==> config.mk <==
export PLATFORM = sky130hd
export DESIGN_NAME = hci_hwpe_load_sequencer_flat
export DESIGN_NICKNAME = d
export VERILOG_FILES = /design/src/rtl/hci_hwpe_load_sequencer_pkg.sv /design/src/rtl/hci_hwpe_load_sequencer_if.sv /design/src/rtl/hci_hwpe_load_sequencer_buf.sv /design/src/rtl/hci_hwpe_load_sequencer.sv /design/src/flat_wrapper.sv
export SDC_FILE = /design/constraint.sdc
export NUM_CORES = 1
export LEC_CHECK = 0
export ABC_AREA = 1
export BUFFER_PORTS_ARGS = -buffer_cell sky130_fd_sc_hd__buf_2
export CELL_PAD_IN_SITES_DETAIL_PLACEMENT = 0
export CELL_PAD_IN_SITES_GLOBAL_PLACEMENT = 1
export CORE_ASPECT_RATIO = 1.1
export CORE_MARGIN = 2
export CORE_UTILIZATION = 34
export DETAILED_ROUTE_END_ITERATION = 16
export HOLD_SLACK_MARGIN = 0.1
export PLACE_DENSITY_LB_ADDON = 0.25
export SYNTH_ARGS = -nofsm -noshare
export SYNTH_HDL_FRONTEND = slang
export SYNTH_SLANG_ARGS = --single-unit
==> constraint.sdc <==
create_clock -name clk_i -period 14.9 [get_ports clk_i]
set_input_delay 0 -clock clk_i [delete_from_list [all_inputs] [get_ports clk_i]]
set_output_delay 0 -clock clk_i [all_outputs]
set_load 0.01 [all_outputs]
==> src/rtl/hci_hwpe_load_sequencer_pkg.sv <==
// rtl/hci_hwpe_load_sequencer_pkg.sv - shared types and constants for the wide-port load sequencer
package hci_package;

    typedef enum logic [1:0] {
        IDLE  = 2'd0,
        ISSUE = 2'd1,
        DRAIN = 2'd2
    } hci_load_seq_state_e;

    typedef struct packed {
        logic [31:0] base;
        logic [15:0] len;
        logic [31:0] stride;
    } hci_load_cmd_t;

    localparam int HCI_LOAD_SEQ_MIN_DEPTH = 2;

endpackage

==> src/rtl/hci_hwpe_load_sequencer_if.sv <==
// rtl/hci_hwpe_load_sequencer_if.sv - hci_core_intf wide TCDM request/response port
interface hci_core_intf #(
    parameter int DW = 128,
    parameter int AW = 32,
    parameter int UW = 1
) ();

    logic            req;
    logic            gnt;
    logic [AW-1:0]   add;
    logic            wen;
    logic [DW-1:0]   data;
    logic [DW/8-1:0] be;
    logic [UW-1:0]   user;
    logic [DW-1:0]   r_data;
    logic            r_valid;

    modport master (
        output req, add, wen, data, be, user,
        input  gnt, r_data, r_valid
    );

    modport slave (
        input  req, add, wen, data, be, user,
        output gnt, r_data, r_valid
    );

endinterface

==> src/rtl/hci_hwpe_load_sequencer_buf.sv <==
// rtl/hci_hwpe_load_sequencer_buf.sv - hci_load_seq_buf: registered response FIFO, no fall-through
module hci_load_seq_buf #(
    parameter int DW    = 128,
    parameter int DEPTH = 4
) (
    input  logic                       clk_i,
    input  logic                       rst_ni,
    input  logic                       clear_i,
    input  logic                       push_i,
    input  logic [DW-1:0]              push_data_i,
    input  logic                       pop_i,
    output logic [DW-1:0]              pop_data_o,
    output logic                       valid_o,
    output logic [$clog2(DEPTH+1)-1:0] occupancy_o
);

    localparam int CW = $clog2(DEPTH + 1);
    localparam int IW = (DEPTH > 1) ? $clog2(DEPTH) : 1;

    logic [DW-1:0] r_mem [DEPTH];
    logic [IW-1:0] r_wr;
    logic [IW-1:0] r_rd;
    logic [CW-1:0] r_cnt;

    wire w_push = push_i & ~clear_i;
    wire w_pop  = pop_i & (r_cnt != '0) & ~clear_i;
    wire w_full = (r_cnt == CW'(DEPTH));

    function automatic logic [IW-1:0] next_ptr(input logic [IW-1:0] p);
        return (p == IW'(DEPTH - 1)) ? '0 : p + 1'b1;
    endfunction

    always_ff @(posedge clk_i or negedge rst_ni) begin
        if (!rst_ni) begin
            r_wr  <= '0;
            r_rd  <= '0;
            r_cnt <= '0;
        end else if (clear_i) begin
            r_wr  <= '0;
            r_rd  <= '0;
            r_cnt <= '0;
        end else begin
            if (w_push) r_wr <= next_ptr(r_wr);
            if (w_pop)  r_rd <= next_ptr(r_rd);
            r_cnt <= r_cnt + CW'(w_push) - CW'(w_pop);
        end
    end

    // Storage is not reset; valid_o masks stale entries.
    always_ff @(posedge clk_i) begin
        if (w_push) r_mem[r_wr] <= push_data_i;
    end

    assign pop_data_o  = r_mem[r_rd];
    assign valid_o     = (r_cnt != '0);
    assign occupancy_o = r_cnt;

    a_no_overflow: assert property (@(posedge clk_i) disable iff (!rst_ni) !(w_push && w_full));

endmodule

==> src/rtl/hci_hwpe_load_sequencer.sv <==
// rtl/hci_hwpe_load_sequencer.sv - strided wide-load sequencer with credit-protected response buffer
// Optional stall counter: define HCI_LOAD_SEQ_PERF_EN.
module hci_hwpe_load_sequencer
    import hci_package::*;
#(
    parameter int DW    = 128,
    parameter int AW    = 32,
    parameter int LEN_W = 16,
    parameter int DEPTH = 4
) (
    input  logic             clk_i,
    input  logic             rst_ni,
    input  logic             clear_i,
    input  logic             cmd_valid_i,
    output logic             cmd_ready_o,
    input  logic [AW-1:0]    cmd_base_i,
    input  logic [LEN_W-1:0] cmd_len_i,
    input  logic [AW-1:0]    cmd_stride_i,
    hci_core_intf.master     tcdm,
    output logic [DW-1:0]    data_o,
    output logic             data_valid_o,
    input  logic             data_ready_i,
    output logic             busy_o,
    output logic             done_o,
    output logic [31:0]      perf_stall_o
);

    // Depths below the minimum cannot hold an in-flight beat plus a buffered one.
    localparam int L_DEPTH = (DEPTH < HCI_LOAD_SEQ_MIN_DEPTH) ? HCI_LOAD_SEQ_MIN_DEPTH : DEPTH;
    localparam int CW      = $clog2(L_DEPTH + 1);

    hci_load_seq_state_e r_state;
    logic [AW-1:0]       r_addr;
    logic [AW-1:0]       r_stride;
    logic [LEN_W-1:0]    r_remaining;
    logic [CW-1:0]       r_inflight;
    logic                r_discard;
    logic                r_done_zero;

    logic [CW-1:0]       w_occ;
    logic                w_buf_valid;

    // Credit uses registered occupancy only, so req never depends on data_ready_i.
    wire w_credit_ok = ({1'b0, r_inflight} + {1'b0, w_occ}) < (CW + 1)'(L_DEPTH);
    wire w_accept    = cmd_valid_i & cmd_ready_o & ~clear_i;
    wire w_req       = (r_state == ISSUE) & w_credit_ok & ~clear_i;
    wire w_grant     = w_req & tcdm.gnt;
    wire w_rsp       = tcdm.r_valid & ~r_discard & ~clear_i;
    wire w_rsp_dec   = tcdm.r_valid & (r_inflight != '0);
    wire w_pop       = w_buf_valid & data_ready_i;
    wire w_last_pop  = (r_state == DRAIN) & (r_inflight == '0) & (w_occ == CW'(1)) & w_pop & ~clear_i;

    always_ff @(posedge clk_i or negedge rst_ni) begin
        if (!rst_ni) begin
            r_state     <= IDLE;
            r_addr      <= '0;
            r_stride    <= '0;
            r_remaining <= '0;
            r_inflight  <= '0;
            r_discard   <= 1'b0;
            r_done_zero <= 1'b0;
        end else if (clear_i) begin
            r_state     <= IDLE;
            r_addr      <= '0;
            r_remaining <= '0;
            r_inflight  <= '0;
            r_discard   <= 1'b1;
            r_done_zero <= 1'b0;
        end else begin
            r_discard   <= 1'b0;
            r_done_zero <= 1'b0;
            r_inflight  <= r_inflight + CW'(w_grant) - CW'(w_rsp_dec);
            case (r_state)
                IDLE: begin
                    if (w_accept) begin
                        r_addr      <= cmd_base_i;
                        r_stride    <= cmd_stride_i;
                        r_remaining <= cmd_len_i;
                        if (cmd_len_i == '0) r_done_zero <= 1'b1;
                        else                 r_state     <= ISSUE;
                    end
                end
                ISSUE: begin
                    if (w_grant) begin
                        r_addr      <= r_addr + r_stride;
                        r_remaining <= r_remaining - 1'b1;
                        if (r_remaining == LEN_W'(1)) r_state <= DRAIN;
                    end
                end
                DRAIN: begin
                    if (w_last_pop) r_state <= IDLE;
                end
                default: r_state <= IDLE;
            endcase
        end
    end

    hci_load_seq_buf #(
        .DW    (DW),
        .DEPTH (L_DEPTH)
    ) i_buf (
        .clk_i       (clk_i),
        .rst_ni      (rst_ni),
        .clear_i     (clear_i),
        .push_i      (w_rsp),
        .push_data_i (tcdm.r_data),
        .pop_i       (w_pop),
        .pop_data_o  (data_o),
        .valid_o     (w_buf_valid),
        .occupancy_o (w_occ)
    );

`ifdef HCI_LOAD_SEQ_PERF_EN
    logic [31:0] r_perf_stall;

    always_ff @(posedge clk_i or negedge rst_ni) begin
        if (!rst_ni) begin
            r_perf_stall <= '0;
        end else if (clear_i || w_accept) begin
            r_perf_stall <= '0;
        end else if ((r_state == ISSUE) && !w_credit_ok && (r_perf_stall != '1)) begin
            r_perf_stall <= r_perf_stall + 32'd1;
        end
    end

    assign perf_stall_o = r_perf_stall;
`else
    assign perf_stall_o = '0;
`endif

    assign cmd_ready_o  = (r_state == IDLE);
    assign busy_o       = (r_state != IDLE);
    assign done_o       = r_done_zero | w_last_pop;
    assign data_valid_o = w_buf_valid;

    assign tcdm.req  = w_req;
    assign tcdm.add  = r_addr;
    assign tcdm.wen  = 1'b1;
    assign tcdm.be   = '1;
    assign tcdm.data = '0;
    assign tcdm.user = '0;

endmodule
==> src/flat_wrapper.sv <==
// flat-port wrapper written by rule: the top's interface ports become plain ports
module hci_hwpe_load_sequencer_flat import hci_package::*;
#(
    parameter int DW    = 128,
    parameter int AW    = 32,
    parameter int LEN_W = 16,
    parameter int DEPTH = 4
)
  (clk_i, rst_ni, clear_i, cmd_valid_i, cmd_ready_o, cmd_base_i, cmd_len_i, cmd_stride_i, data_o, data_valid_o, data_ready_i, busy_o, done_o, perf_stall_o, tcdm_req, tcdm_add, tcdm_wen, tcdm_data, tcdm_be, tcdm_user, tcdm_gnt, tcdm_r_data, tcdm_r_valid);
  hci_core_intf #(.DW(DW), .AW(AW)) tcdm_i ();
  input  logic clk_i;
  input  logic rst_ni;
  input  logic clear_i;
  input  logic cmd_valid_i;
  output logic cmd_ready_o;
  input  logic [AW-1:0] cmd_base_i;
  input  logic [LEN_W-1:0] cmd_len_i;
  input  logic [AW-1:0] cmd_stride_i;
  output logic [DW-1:0] data_o;
  output logic data_valid_o;
  input  logic data_ready_i;
  output logic busy_o;
  output logic done_o;
  output logic [31:0] perf_stall_o;
  output wire logic [$bits(tcdm_i.req)-1:0] tcdm_req;
  output wire logic [$bits(tcdm_i.add)-1:0] tcdm_add;
  output wire logic [$bits(tcdm_i.wen)-1:0] tcdm_wen;
  output wire logic [$bits(tcdm_i.data)-1:0] tcdm_data;
  output wire logic [$bits(tcdm_i.be)-1:0] tcdm_be;
  output wire logic [$bits(tcdm_i.user)-1:0] tcdm_user;
  input wire logic [$bits(tcdm_i.gnt)-1:0] tcdm_gnt;
  input wire logic [$bits(tcdm_i.r_data)-1:0] tcdm_r_data;
  input wire logic [$bits(tcdm_i.r_valid)-1:0] tcdm_r_valid;
  assign tcdm_req = tcdm_i.req;
  assign tcdm_add = tcdm_i.add;
  assign tcdm_wen = tcdm_i.wen;
  assign tcdm_data = tcdm_i.data;
  assign tcdm_be = tcdm_i.be;
  assign tcdm_user = tcdm_i.user;
  assign tcdm_i.gnt = tcdm_gnt;
  assign tcdm_i.r_data = tcdm_r_data;
  assign tcdm_i.r_valid = tcdm_r_valid;
  hci_hwpe_load_sequencer #(.DW(DW), .AW(AW), .LEN_W(LEN_W), .DEPTH(DEPTH)) u_core (.clk_i(clk_i), .rst_ni(rst_ni), .clear_i(clear_i), .cmd_valid_i(cmd_valid_i), .cmd_ready_o(cmd_ready_o), .cmd_base_i(cmd_base_i), .cmd_len_i(cmd_len_i), .cmd_stride_i(cmd_stride_i), .tcdm(tcdm_i), .data_o(data_o), .data_valid_o(data_valid_o), .data_ready_i(data_ready_i), .busy_o(busy_o), .done_o(done_o), .perf_stall_o(perf_stall_o));
endmodule
== Word level (Yosys, flattened, before mapping) ==
Memories as Yosys holds them, arrays and structs flattened.
Cells that the tools add are included.
Storage, ports and cells
  memories kept: 1
  bits in writable memories: 512
  output and inout port bits: 343
  logic and storage cells: 93
  bits in registers: 94
  input port bits: 215
Memories
  u_core.i_buf.r_mem: depth 4, bits a word 128, rd ports 1, clocked after Yosys merged registers in 0, wr ports 1, RTL line hci_hwpe_load_sequencer_buf.sv:20  | logic [DW-1:0] r_mem [DEPTH];
Cells by class
  $add $sub $neg: 9
  bitwise logic cells: 19
  multiplexer cells: 30
  equal/unequal tests: 11
  reduce and logical (&&, ||, !) cells: 12
  magnitude comparators: 1
Operators by type and width (count)
  2-to-1 mux 32 bit: 3
  case mux 32 bit (2 select lines): 1
  2-to-1 mux 16 bit: 3
  adder 32 bit: 1
  case mux 16 bit (2 select lines): 1
  2-to-1 mux 2 bit: 12
  bitwise AND 1 bit: 16
  equality test 16 x 1 -> 1 bit (second input constant): 1
  zero test 16 bit: 1
  subtractor 16 x 1 -> 16 bit (second input constant): 1
  != test 3 bit (second input constant): 3
  nonzero test 3 bit: 3
  2-to-1 mux 1 bit: 7
  adder 3 x 1 -> 3 bit: 2
  equality test 2 bit (second input constant): 3
  2-to-1 mux 3 bit: 2
  != test 3 x 2 -> 1 bit (second input constant): 2
  case mux 2 bit (3 select lines): 1
  AND reduction 3 bit: 2
  nonzero test 2 bit: 3
  subtractor 3 x 1 -> 3 bit: 2
  AND reduction 5 bit: 1
  adder 2 x 1 -> 2 bit (second input constant): 2
  adder 3 x 3 -> 4 bit: 1
  other kinds (7): 8

== Logic depth before layout (Yosys ltp) ==
  depth in word-level cells: 8
  mapped depth: 13
  mapped depth without buffers: 13

== Hierarchy ==
Synthesis repeated with hierarchy kept, for this count alone.
Second synthesis, totals
  cell total of the unflattened synthesis: 2711
  area total of the unflattened synthesis: 28662.5 um2
By module, submodules not included
  hci_load_seq_buf: area an instance 20603.5 um2, sequential area each 15549.9 um2, cells an instance 1550, times used 1
  hci_hwpe_load_sequencer: area an instance 8059.0 um2, sequential area each 2177.1 um2, cells an instance 1161, times used 1

== Worst setup path before layout ==
OpenSTA, ideal clock, no wires.
  path kind: register -> register
  start: register u_core.r_discard
  end: memory u_core.i_buf.r_mem[0][0] (enable)
  path buffers: 0
  arrival: 5.947 ns
  stages on the path, launching flop included: 4
  period minus slack after synthesis: 6.564 ns
  data required time: 14.283 ns
  library setup time: 0.617 ns
  setup slack: 8.336 ns
  cells stage by stage: dfrtp_1 -> nor2_1 -> nand2_1 -> nor2_1
On the way
  cells in the longest elaborated chain, start to end: 6
RTL lines
  start, declared: RTL line hci_hwpe_load_sequencer.sv:37  | logic r_discard;
  start signal, assigned: RTL line hci_hwpe_load_sequencer.sv:60  | r_discard <= 1'b0;
  start signal, assigned: RTL line hci_hwpe_load_sequencer.sv:67  | r_discard <= 1'b1;
  start signal, assigned: RTL line hci_hwpe_load_sequencer.sv:70  | r_discard <= 1'b0;
  inverter 1 bit: RTL line hci_hwpe_load_sequencer.sv:48  | wire w_rsp = tcdm.r_valid & ~r_discard & ~clear_i;
  bitwise AND 1 bit (2 in series): RTL line hci_hwpe_load_sequencer.sv:48
  bitwise AND 1 bit: RTL line hci_hwpe_load_sequencer_buf.sv:25  | wire w_push = push_i & ~clear_i;
  2-to-1 mux 1 bit: RTL line hci_hwpe_load_sequencer_buf.sv:51  | if (w_push) r_mem[r_wr] <= push_data_i;
  2-to-1 mux 1 bit (not written as such): RTL line hci_hwpe_load_sequencer_buf.sv:51
  end, declared: RTL line hci_hwpe_load_sequencer_buf.sv:20
No other way between the ends.

== Worst setup path after layout ==
  start: register u_core.i_buf.r_rd[1]
  end: output data_o[30]
On the way
  cells in the longest elaborated chain, start to end: 1
RTL lines
  start, declared: RTL line hci_hwpe_load_sequencer_buf.sv:22  | logic [IW-1:0] r_rd;
  start signal, assigned: RTL line hci_hwpe_load_sequencer_buf.sv:44  | if (w_pop) r_rd <= next_ptr(r_rd);
  memory read (4 x 128 bit)
  end, declared: RTL line flat_wrapper.sv:19  | output logic [DW-1:0] data_o;
No other way between the ends.

==> results.sh <==
export IMPL_status="complete, no violations"
export IMPL_first_iter_violations=1185
export IMPL_clkPwrFrac_pct=30.9
export IMPL_grt_pass1_vias=20003
export IMPL_comb_power_share_pct=32.5
export IMPL_cts_buffer_depth=3
export IMPL_htreeDepth=3
export IMPL_cp_arrival_ns=3.78
export IMPL_antenna_found_initial=12
export IMPL_crit_fanout=71
export IMPL_final_cells=4166
export IMPL_seq_power_share_pct=36.6
export IMPL_tightestPinTransition_ns=0.966
export IMPL_grt_usage_pct=17.7
export IMPL_area_growth_syn_to_layout_pct=25.9
export IMPL_r2r_end="u_core.r_remaining[6]"
export IMPL_clk_pin_slew_ns=0.06
export IMPL_synth_seq_cells=606
export IMPL_drv_cap=0
export IMPL_cts_root_buf="clkbuf_16"
export IMPL_port_buffers=379
export IMPL_ctsResizeCount=0
export IMPL_cts_tree="yes"
export IMPL_nets=3322
export IMPL_holdCritStartpoint="tcdm_r_data[113]"
export IMPL_grt_overflow=0
export IMPL_fmax_mhz=265
export IMPL_io_pins=558
export IMPL_fin_skew_ns=0.0336
export IMPL_dp_hpwl_um=46600
export IMPL_gp_congestion=0.859
export IMPL_required_ns=14.90
export IMPL_die_area_um2=82200
export IMPL_firstDrtPassIters=5
export IMPL_hold_path_class="in -> reg"
export IMPL_via_per_inst=4.70
export IMPL_worstReg2RegStart="u_core.r_state[1]"
export IMPL_intPower_mw=3.64
export IMPL_power_leakage_nw=14.0
export IMPL_syn_avg_cell_area_um2=11.0
export IMPL_synth_main_ff_cell="edfxtp_1"
export IMPL_finalSetupViolations=0
export IMPL_hold_viol_final=0
export IMPL_seq_area_frac_synth_pct=65.2
export IMPL_postCtsSetupBuffers=0
export IMPL_p_per_area_nw_per_um2=166
export IMPL_crit_type="reg -> out"
export IMPL_synth_warnings=0
export IMPL_drc_errors=0
export IMPL_die_h_um=301
export IMPL_grt_max_degree=129
export IMPL_clock_latency_ns=0.62
export IMPL_tns_ns=0
export IMPL_wl_per_cell_um=18.0
export IMPL_drt_wl_total_um=74800
export IMPL_fin_crit_sh_pct=25.4
export IMPL_vias=19571
export IMPL_min_path_cells=2
export IMPL_rsz0062_at_grt="no"
export IMPL_fp_row_count=108
export IMPL_grt_first_pass_wirelength_um=113000
export IMPL_fillCellCount=7468
export IMPL_p_sw_mw=2.05
export IMPL_cts_buffers=71
export IMPL_place_inst=3796
export IMPL_p_sw_share_pct=36.0
export IMPL_antenna_left=0
export IMPL_coreArea_um2=79100
export IMPL_whs_endpoint="u_core.i_buf.r_mem[0][113]"
export IMPL_slew_violations=0
export IMPL_clock_sinks=606
export IMPL_netlist_area_um2=27200
export IMPL_dieWidth_um=274
export IMPL_r2r_setup_slack_ns=11.32
export IMPL_synthArstFlopShare_pct=15.5
export IMPL_start_util_pct=34.4
export IMPL_synth_enable_flop_cells=512
export IMPL_final_min_clock_period_ns=3.78
export IMPL_power_mw=5.69
export IMPL_netlist_instances=2466
export IMPL_drive_gt1_share_pct=16.8
export IMPL_cts_hold_buf=236
export IMPL_max_vdd_ir_drop_mv=0.0906
export IMPL_crit_path_start_kind="register"
export IMPL_slew_headroom_pct=35.6
export IMPL_cp_end_kind="output port"
export IMPL_synth_distinct_cells=40
export IMPL_reg2reg_depth=10
## per-layer routing
metal	up-vias	routed length [um]	track usage, %
met5	-	96	0
met4	16	2360	6.80
met3	145	5460	4.71
met2	556	35700	29.7
met1	9485	31200	21.8
li1	9369	-	-
## cells in the mapped netlist, types with 8 or more instances
cell type	instances	area, um2
mux2_1	30	338
edfxtp_1	512	15400
nand3_1	55	275
nand2_1	347	1300
clkbuf_1	77	289
o21ai_0	266	1330
buf_1	8	30.0
xor2_1	16	140
buf_2	15	75.1
dfrtp_1	94	2350
a21oi_1	23	115
buf_4	183	1370
nor3_1	8	40.0
o22ai_1	139	870
inv_1	160	601
nor2_1	388	1460
o21ai_1	45	225
ha_1	44	551
## power by group through the flow
stage / Sequential (mW) / Clock [mW] / Combinational, mW
floorplan: 2.09 / 0 / 1.23
global placement: 2.12 / 0 / 1.79
detailed placement: 2.12 / 0 / 1.80
CTS: 2.09 / 1.81 / 1.87
global route: 2.10 / 1.87 / 2.09
finish: 2.09 / 1.76 / 1.85
## stage by stage
step | area [um2] | utilization, % | hold WS, ns | worst slack (ns)
finish | 34200 | 43.3 | 0.135 | 11.12
global route | 34200 | 43.3 | 0.123 | 10.81
CTS | 34200 | 43.3 | 0.100 | 10.94
detailed placement | 29500 | 37.3 | 0.0509 | 11.35
global placement | 29500 | 37.3 | 0.0436 | 11.31
floorplan | 27800 | - | -0.296 | 8.34
## registers in the layout, indices dropped and copies added (netlist names)
register / flops
u_core.i_buf.occupancy_o: 3
u_core.i_buf.r_mem: 512
u_core.i_buf.r_rd: 2
u_core.r_done_zero: 1
u_core.r_inflight: 3
u_core.r_stride: 32
u_core.i_buf.r_wr: 2
u_core.r_discard: 1
u_core.tcdm.add: 32
u_core.r_state: 2
u_core.r_remaining: 16
## cells in the final DEF (no fill, tap or decap), types with 55 or more instances in the layout
| master | n |
|---|---|
| conb_1 | 178 |
| edfxtp_1 | 512 |
| clkbuf_16 | 71 |
| o21ai_0 | 266 |
| inv_1 | 159 |
| nand3_1 | 55 |
| dfrtp_1 | 92 |
| buf_2 | 378 |
| o22ai_1 | 139 |
| nor2_1 | 384 |
| dlygate4sd3_1 | 235 |
| nand2_1 | 347 |
## critical path, stage by stage, from the launching register on
cell,delay (ns)
dfrtp_4,0.91
clkinv_2,0.95
buf_4,0.70
o21ai_0,0.23
o22ai_1,0.12
buf_2,0.16
## cell type report
| cell class | count | area [um2] | share of cell area [%] |
|---|---|---|---|
| diodes | 5 | 12.5 | 0.0366 |
| clock buffers | 84 | 1830 | 5.34 |
| clock inverters | 45 | 541 | 1.58 |
| inverters | 168 | 637 | 1.86 |
| multi-input cells | 1583 | 7720 | 22.6 |
| flip-flops and latches | 606 | 17700 | 51.8 |
| well taps | 1045 | 1310 | 3.82 |
| repair buffers | 630 | 4430 | 12.9 |
## how the worst max path moves through the flow
stage,depth (start not counted),endpoint,slack [ns],start
6_report,5,data_o[30],11.12,u_core.i_buf.r_rd[1]
5_1_grt,5,data_o[28],10.81,u_core.i_buf.r_rd[1]
3_3_place_gp,5,u_core.i_buf.r_mem[2][58],11.31,u_core.r_discard
3_5_place_dp,5,u_core.i_buf.r_mem[2][64],11.35,u_core.r_discard
2_1_floorplan,3,u_core.i_buf.r_mem[0][0],8.34,u_core.r_discard
4_1_cts,5,data_o[50],10.94,u_core.i_buf.r_rd[1]
## cells by family after synthesis
group	share of synthesized area [%]
DFF	65.2
muxes	1.40
xor gates and xnor gates	0.644
AOI/OAI and AO/OA	9.79
buffers and inverters	8.91
adders and majority gates	2.25
other	0.0276
and+or+nand+nor	11.8
Note: power is estimated with default switching activity, not from simulation.
